<file path="src/rtl/rv_fetch_queue.sv">
// Instruction-fetch front end: sequential fetch requests with credit-based flow control,
// an in-order response FIFO tagged with PCs, and redirect flushing of buffered/in-flight fetches.
module rv_fetch_queue #(
    parameter int unsigned     XLEN     = 32,
    parameter int unsigned     DEPTH    = 4,
    parameter logic [XLEN-1:0] RESET_PC = '0
) (
    input  logic                   clk,
    input  logic                   rst_n,

    output logic                   imem_req_valid,
    input  logic                   imem_req_ready,
    output logic [XLEN-1:0]        imem_req_addr,
    input  logic                   imem_rsp_valid,
    input  logic [31:0]            imem_rsp_data,

    input  logic                   redirect_valid,
    input  logic [XLEN-1:0]        redirect_pc,

    output logic                   inst_valid,
    input  logic                   inst_ready,
    output logic [31:0]            inst_data,
    output logic [XLEN-1:0]        inst_pc,
    output logic [XLEN-1:0]        inst_pc_plus4,
    output logic [$clog2(DEPTH):0] fifo_count
);

    localparam int unsigned PW  = $clog2(DEPTH);
    localparam int unsigned CW  = PW + 1;
    localparam int unsigned CW1 = CW + 1;

    localparam logic [CW-1:0]   DepthC = CW'(DEPTH);
    localparam logic [CW1-1:0]  DepthW = CW1'(DEPTH);
    localparam logic [XLEN-1:0] Four   = XLEN'(4);

    logic [XLEN-1:0] fetch_pc_q, fetch_pc_d;
    logic [XLEN-1:0] rsp_pc_q, rsp_pc_d;
    logic [CW-1:0]   inflight_q, inflight_d;
    logic [CW-1:0]   drop_q, drop_d;
    logic [CW-1:0]   count_q, count_d;
    logic [PW-1:0]   rd_ptr_q, rd_ptr_d;
    logic [PW-1:0]   wr_ptr_q, wr_ptr_d;

    logic [31:0]     mem_data_q [DEPTH];
    logic [XLEN-1:0] mem_pc_q   [DEPTH];

    logic [CW-1:0]   live;
    logic [CW1-1:0]  committed;
    logic            credit_ok;
    logic            req_fire;
    logic            rsp_fire;
    logic            push;
    logic            pop;
    logic            has_head;
    logic [XLEN-1:0] redirect_tgt;
    logic [XLEN-1:0] head_pc;
    logic            unused_redirect_lsbs;

    assign redirect_tgt         = {redirect_pc[XLEN-1:2], 2'b00};
    assign unused_redirect_lsbs = ^redirect_pc[1:0];

    // Entries already buffered plus live (non-dropped) fetches must fit in the FIFO,
    // so every accepted response always has a free slot.
    assign live      = inflight_q - drop_q;
    assign committed = {1'b0, count_q} + {1'b0, live};
    assign credit_ok = (committed < DepthW) && (inflight_q < DepthC);

    // rst_n gating keeps the request channel quiet while reset is held.
    assign imem_req_valid = rst_n && !redirect_valid && credit_ok;
    assign imem_req_addr  = fetch_pc_q;

    assign req_fire = imem_req_valid && imem_req_ready;
    assign rsp_fire = imem_rsp_valid && (inflight_q != '0);
    assign push     = rsp_fire && (drop_q == '0) && !redirect_valid;

    assign has_head   = (count_q != '0);
    assign inst_valid = has_head && !redirect_valid;
    assign pop        = inst_valid && inst_ready;

    assign head_pc       = mem_pc_q[rd_ptr_q];
    assign inst_data     = has_head ? mem_data_q[rd_ptr_q] : '0;
    assign inst_pc       = has_head ? head_pc : '0;
    assign inst_pc_plus4 = has_head ? head_pc + Four : '0;
    assign fifo_count    = count_q;

    always_comb begin
        fetch_pc_d = fetch_pc_q;
        rsp_pc_d   = rsp_pc_q;
        drop_d     = drop_q;
        rd_ptr_d   = rd_ptr_q;
        wr_ptr_d   = wr_ptr_q;
        inflight_d = inflight_q + CW'(req_fire) - CW'(rsp_fire);
        count_d    = count_q + CW'(push) - CW'(pop);

        if (req_fire) begin
            fetch_pc_d = fetch_pc_q + Four;
        end
        if (rsp_fire && (drop_q != '0)) begin
            drop_d = drop_q - CW'(1);
        end
        if (push) begin
            rsp_pc_d = rsp_pc_q + Four;
            wr_ptr_d = wr_ptr_q + PW'(1);
        end
        if (pop) begin
            rd_ptr_d = rd_ptr_q + PW'(1);
        end

        // Everything still outstanding belongs to the old path; a response landing in
        // the redirect cycle is already consumed here, hence the subtraction.
        if (redirect_valid) begin
            fetch_pc_d = redirect_tgt;
            rsp_pc_d   = redirect_tgt;
            drop_d     = inflight_q - CW'(rsp_fire);
            count_d    = '0;
            rd_ptr_d   = '0;
            wr_ptr_d   = '0;
        end
    end

    always_ff @(posedge clk or negedge rst_n) begin
        if (!rst_n) begin
            fetch_pc_q <= RESET_PC;
            rsp_pc_q   <= RESET_PC;
            inflight_q <= '0;
            drop_q     <= '0;
            count_q    <= '0;
            rd_ptr_q   <= '0;
            wr_ptr_q   <= '0;
        end else begin
            fetch_pc_q <= fetch_pc_d;
            rsp_pc_q   <= rsp_pc_d;
            inflight_q <= inflight_d;
            drop_q     <= drop_d;
            count_q    <= count_d;
            rd_ptr_q   <= rd_ptr_d;
            wr_ptr_q   <= wr_ptr_d;
        end
    end

    // Storage needs no reset: the head is only exposed while count_q is non-zero.
    always_ff @(posedge clk) begin
        if (push) begin
            mem_data_q[wr_ptr_q] <= imem_rsp_data;
            mem_pc_q[wr_ptr_q]   <= rsp_pc_q;
        end
    end

    a_no_overflow: assert property (@(posedge clk) disable iff (!rst_n)
        !(push && !pop && (count_q == DepthC)));
    a_drop_le_inflight: assert property (@(posedge clk) disable iff (!rst_n)
        drop_q <= inflight_q);

endmodule
</file>
<file path="config.mk">
export PLATFORM = sky130hd
export DESIGN_NAME = rv_fetch_queue
export DESIGN_NICKNAME = d
export VERILOG_FILES = /design/src/rtl/rv_fetch_queue.sv
export SDC_FILE = /design/constraint.sdc
export NUM_CORES = 1
export LEC_CHECK = 0
export CORE_MARGIN = 4
export CORE_UTILIZATION = 35
export DETAILED_ROUTE_END_ITERATION = 10
export HOLD_SLACK_MARGIN = 0.08
export PLACE_DENSITY_LB_ADDON = 0.15
export SYNTH_ARGS = -nofsm -noshare
export SYNTH_HDL_FRONTEND = slang
export SYNTH_SLANG_ARGS = --single-unit
</file>
<file path="constraint.sdc">
create_clock -name clk -period 5.1 [get_ports clk]
set_clock_uncertainty 0.1 [all_clocks]
set_input_delay 1.275 -clock clk [delete_from_list [all_inputs] [get_ports clk]]
set_output_delay 1.275 -clock clk [all_outputs]
set_load 0.01 [all_outputs]
</file>
Word level (Yosys, flattened, before mapping)
Memory sizes are Yosys's and may differ from the RTL's.
Index checks and enable logic that the tools add are counted.
{"block": "totals", "reg_bits": 77, "ram_bits": 256, "in_bits": 70, "out_inout_bits": 133, "word_cells": 59, "mem_count": 2}
{"block": "classes", "add_sub_neg": 13, "magnitude_cmp": 2, "mux": 16, "reduce_logical": 19}
{"name": "mem_data_q", "words": 4, "word_bits": 32, "rd": 1, "rd_ports_with_merged_regs": 0, "write_ports": 1, "line_no": "44", "source": "logic [31:0] mem_data_q [DEPTH];"}
{"name": "mem_pc_q", "words": 4, "word_bits": 32, "rd": 1, "rd_ports_with_merged_regs": 0, "write_ports": 1, "line_no": "45", "source": "logic [XLEN-1:0] mem_pc_q [DEPTH];"}
{"op": "32-bit two-way mux", "n": 7}
{"op": "32-bit by 3-bit adder with 32-bit output (second input constant)", "n": 3}
{"op": "1-bit logical AND", "n": 10}
{"op": "3-bit two-way mux", "n": 3}
{"op": "3-bit nonzero test", "n": 3}
{"op": "3-bit by 1-bit subtractor with 3-bit output", "n": 3}
{"op": "2-bit two-way mux", "n": 4}
{"op": "2-bit nonzero test", "n": 4}
{"op": "3-bit by 1-bit adder with 3-bit output", "n": 2}
{"op": "2-bit by 1-bit adder with 2-bit output (second input constant)", "n": 2}
{"op": "3-bit by 3-bit adder with 4-bit output", "n": 1}
{"op": "4-bit by 3-bit < comparator with 1-bit output (second input constant)", "n": 1}
{"op": "3-bit zero test", "n": 1}
{"op": "3-bit < comparator (second input constant)", "n": 1}
{"op": "3-bit by 1-bit subtractor with 3-bit output (second input constant)", "n": 1}
{"op": "3-bit subtractor", "n": 1}
{"op": "1-bit two-way mux", "n": 2}
{"op": "1-bit zero test", "n": 1}

Longest topological paths before layout
Gate-level depths: netlist (run 1).
{"block": "logic_depth", "depth_word": 8, "ltp_mapped": 19, "depth_no_buf": 16}

Least setup slack after synthesis (run 1)
OpenSTA, ideal clock, no wires.
{"block": "synth_path", "path_kind": "input-to-reg", "from": "input redirect_valid", "to": "register inflight_q[2]", "setup_time_ns": 0.123, "arrival_time_ns": 3.631, "required_time_ns": 4.877, "slack_ns": 1.246, "stages": 13, "path_buffers": 4, "path_cell_list": "buf_2 nor4b_1 and4_1 clkbuf_1 inv_1 clkbuf_1 buf_2 ha_1 inv_1 ha_1 fa_1 xor2_1 xnor2_1"}
{"block": "synth_between", "elab_chain_len": 6}
{"item": "from (decl)", "line_no": "17", "source": "input logic redirect_valid,"}
{"item": "1-bit zero test", "line_no": "69", "source": "assign imem_req_valid = rst_n && !redirect_valid && credit_ok;"}
{"item": "1-bit logical AND (2 in a row)", "line_no": "69"}
{"item": "1-bit logical AND", "line_no": "72", "source": "assign req_fire = imem_req_valid && imem_req_ready;"}
{"item": "3-bit by 1-bit adder with 3-bit output", "line_no": "92", "source": "inflight_d = inflight_q + CW'(req_fire) - CW'(rsp_fire);"}
{"item": "3-bit by 1-bit subtractor with 3-bit output", "line_no": "92"}
{"item": "net inflight_d[2]", "line_no": "38", "source": "logic [CW-1:0] inflight_q, inflight_d;"}
{"item": "to (signal assigned)", "line_no": "133", "source": "inflight_q <= inflight_d;"}
{"item": "to (decl)", "line_no": "38"}
The timed path passes the listed nets, and every way through them passes these cells.
A chain may end at the register's enable or synchronous reset.

Final worst setup path (run 1)
{"block": "layout_path", "from": "register rd_ptr_q[0]", "to": "output inst_pc_plus4[21]"}
{"block": "layout_between", "elab_chain_len": 3}
{"item": "from (decl)", "line_no": "41", "source": "logic [PW-1:0] rd_ptr_q, rd_ptr_d;"}
{"item": "from (signal assigned)", "line_no": "136", "source": "rd_ptr_q <= rd_ptr_d;"}
{"item": "memory read 4 x 32 bit"}
{"item": "32-bit by 3-bit adder with 32-bit output", "line_no": "83", "source": "assign inst_pc_plus4 = has_head ? head_pc + Four : '0;"}
{"item": "32-bit two-way mux", "line_no": "83"}
{"item": "to (decl)", "line_no": "24", "source": "output logic [XLEN-1:0] inst_pc_plus4,"}
Every way passes these cells.

==> out/qor.yml, run 1 <==
run_status:
  status: "finished clean"
floorplanning:
  die_y_um: 213
  core_area_um2: 41100
  die_w_um: 213
  initial_core_util_pct: 35.7
  fp.dieArea_um2: 45300
  num_io_pins: 203
  row_count: 74
logic_synthesis:
  synth_edf_count: 248
  synth_seq_cells: 321
  synth_cells: 1014
  yosys-top-cells-count: "edfxtp_1 (248), dfrtp_1 (73), and2_1 (70), nand2_1 (66), nor2_1 (53)"
  synth_most_common_cell: "edfxtp_1"
  yosysUniqueCellTypes: 60
  ys_seq_area_share_pct: 63.2
  synth_area_leaders: "edfxtp_1 (51%), dfrtp_1 (12%), mux4_2 (6.6%), mux4_1 (3.4%), and2_1 (3.0%)"
  synth.avg_cell_area_um2: 14.5
  yosys_warnings: 0
  async_flop_share_pct: 22.7
  syn_area_um2: 14700
  yosys.area.top_type_share_pct: 50.7
  yosys.area.top_type: "edfxtp_1"
  ys_dominant_reg_cell: "edfxtp_1"
final_layout:
  diodes: 0
  drive_gt1_share_pct: 13.9
  nets: 1319
  area_delta_synth_final_pct: 25.9
grt:
  antenna_found_initial: 0
  gr-total-overflow: 0
  grt_pass1_vias: 9493
  grtUsageTotal_pct: 15.9
  grt_max_degree: 63
  grt_first_pass_wirelength_um: 56300
clocking:
  clk_pin_slew_ps: 60
  cts_hold_buf: 0
  cts_buffers: 37
  tritoncts: "built"
  clk_latency_ps: 520
  cts_num_sinks: 321
  clk_path_buf_depth: 3
  cts_root_buf: "clkbuf_16"
  cts_max_level: 2
power_and_ir_drop:
  clockPowerShare_pct: 30.0
  p_leak_uw: 0.00627
  powerDensity_nw_per_um2: 471
  p_sw_uw: 2660
  seq_power_share_pct: 36.9
  swShare_pct: 30.6
  internal_power_uw: 6040
  peakVddDrop_mv: 0.188
  pwr-share-comb_pct: 33.1
worst_setup_path:
  worst_setup_path_end_kind: "primary output"
  max_stage_delay_ps: 590
  path_cells: "buf_12 > mux4_1 > and4_2 > nand2_1 > buf_4 > nor4_1 > mux2_2 > clkdlybuf4s50_1"
  critPathTopFamily: "simple AND/OR/NAND/NOR gates"
  cp_num_buf_inv: 3
  crit_type: "reg -> out"
  arrival_ps: 3590
  cp.required_ps: 3720
  critPathLaunchType: "flip-flop"
  cp_slowest_cell: "dfrtp_4"
  critPathMaxFanout: 14
timing:
  hold_violations: 0
  worst_pin_slew_ps: 1010
  maxSlewViolCount: 0
  setup_violations: 0
  clock.fmax_ghz: 0.201
  finalSetupTns_ps: 0
  fin_hold_ws_ps: 443
  slew_headroom_pct: 32.4
  rsz0062_at_grt: "false"
  period_minus_slack_ps: 4970
  post-route-period-util_pct: 97.4
route:
  drtIter0Drc: 474
  drcViolationCount: 0
  avgRoutedWirePerCell_um: 20.3
  drt_wl_total_um: 36300
  vias_per_cell: 5.12
  vias: 9156
  drtPass1Iterations: 4
  antenna_left: 0
placed_design:
  port_buffers: 194
  gp_congestion: 0.806
  hpwl_um: 24800
flow_run:
  cap_violations: 0
hold_path:
  hp-class: "reg -> reg"
==> power groups by stage <==
stage / sequential, uW / clock [uW] / combinational, uW
after floorplan: 3190 / 0 / 1640
after global placement: 3270 / 0 / 2880
after global routing: 3240 / 2810 / 3150
after CTS: 3230 / 2690 / 2900
final: 3220 / 2610 / 2880
after detailed placement: 3280 / 0 / 2890
==> logic make-up after synthesis <==
family | after synthesis | share of synthesized area [%]
xor+xnor | 53 | 3.16
fa+ha+maj | 21 | 1.94
simple gates | 340 | 12.7
other cells | 1 | 0.0255
flops | 321 | 63.2
compound gates | 108 | 4.52
mux | 81 | 11.5
buf+inv | 89 | 3.03
==> path summary, 6_finish.rpt <==
path                       depth (start not counted)          start                 to  slack (ps)
setup reg to reg                                  13  inflight_q[0]   imem_req_addr[7]        1670
hold / removal                                     1  inflight_q[0]      inflight_q[0]         440
hold reg to reg                                    1  inflight_q[0]      inflight_q[0]         440
max in group asynchronous                          3          rst_n  imem_req_addr[29]        3220
setup / recovery                                   8    rd_ptr_q[0]  inst_pc_plus4[21]         130
min in group asynchronous                          2          rst_n  imem_req_addr[27]         780
==> through the flow <==
| step | util, % | total power, uW | cells | setup slack (ps) | cell area (um^2) |
|---|---|---|---|---|---|
| 6_report | 45.0 | 8710 | 1788 | 134 | 18500 |
| 5_1_grt | 45.0 | 9200 | 1788 | 5.96 | 18500 |
| 4_1_cts | 44.9 | 8810 | 1784 | 9.04 | 18400 |
| 3_5_place_dp | 42.0 | 6170 | 1717 | 563 | 17300 |
| 3_3_place_gp | 42.0 | 6150 | 1717 | 552 | 17300 |
| 2_1_floorplan | - | 4830 | 1019 | 1250 | 14700 |
==> area by class of cell <==
type | count | area, um^2
fillers | 3763 | 22600
flip-flops and latches | 321 | 9280
multi-input cells | 609 | 4990
repair buffers | 228 | 2240
clock buffers | 45 | 966
well taps | 532 | 666
clock inverters | 22 | 233
inverters | 31 | 116
==> state kept, by name (all words and copies together) (netlist names) <==
register       flops
wr_ptr_q           2
fifo_count         3
imem_req_addr     30
mem_pc_q         120
rd_ptr_q           2
inflight_q         3
mem_data_q       128
rsp_pc_q          30
drop_q             3
==> placed cells by master (no fill, tap or decap), types with 15 or more instances in the layout <==
cell type,count
clkbuf_16,37
nor4_1,16
xnor2_1,36
ha_1,18
clkdlybuf4s50_1,192
o21ai_0,49
nand4_1,25
nor2_1,52
and2_1,66
inv_1,30
edfxtp_1,248
xor2_1,17
a21oi_1,17
nand3_1,37
nand2_1,66
nor3_1,15
buf_4,31
dfrtp_1,71
mux4_2,45
mux4_1,17
==> metal layers <==
| layer | wire [um] | track usage, % | up-vias |
|---|---|---|---|
| li1 | - | - | 4298 |
| met1 | 17100 | 23.2 | 4549 |
| met2 | 16400 | 24.9 | 268 |
| met3 | 2160 | 3.04 | 41 |
| met4 | 663 | 3.80 | 0 |
| met5 | 0 | 0 | - |
==> repair_timing <==
action	in CTS	in global routing
resized for setup	2	1
setup buffers	0	4
pin swaps	0	1
endpoints found under the setup margin	1	7
hold endpoints to repair	0	0
==> worst reg2reg max path: cells and delay by family, from the launching register on <==
kind | cells | cell delay, ps
xor+xnor | 2 | 290
simple gates | 3 | 1030
buf+inv | 3 | 350
fa+ha+maj | 3 | 770
flops | 1 | 400
compound gates | 2 | 360
(Power assumes the default switching activity.)
==> run 2: changes to the inputs <==
- SLEW_MARGIN: not set -> 10
==> results of run 2 <==
No change in the layout: final DEF, timing and power equal those of run 1.
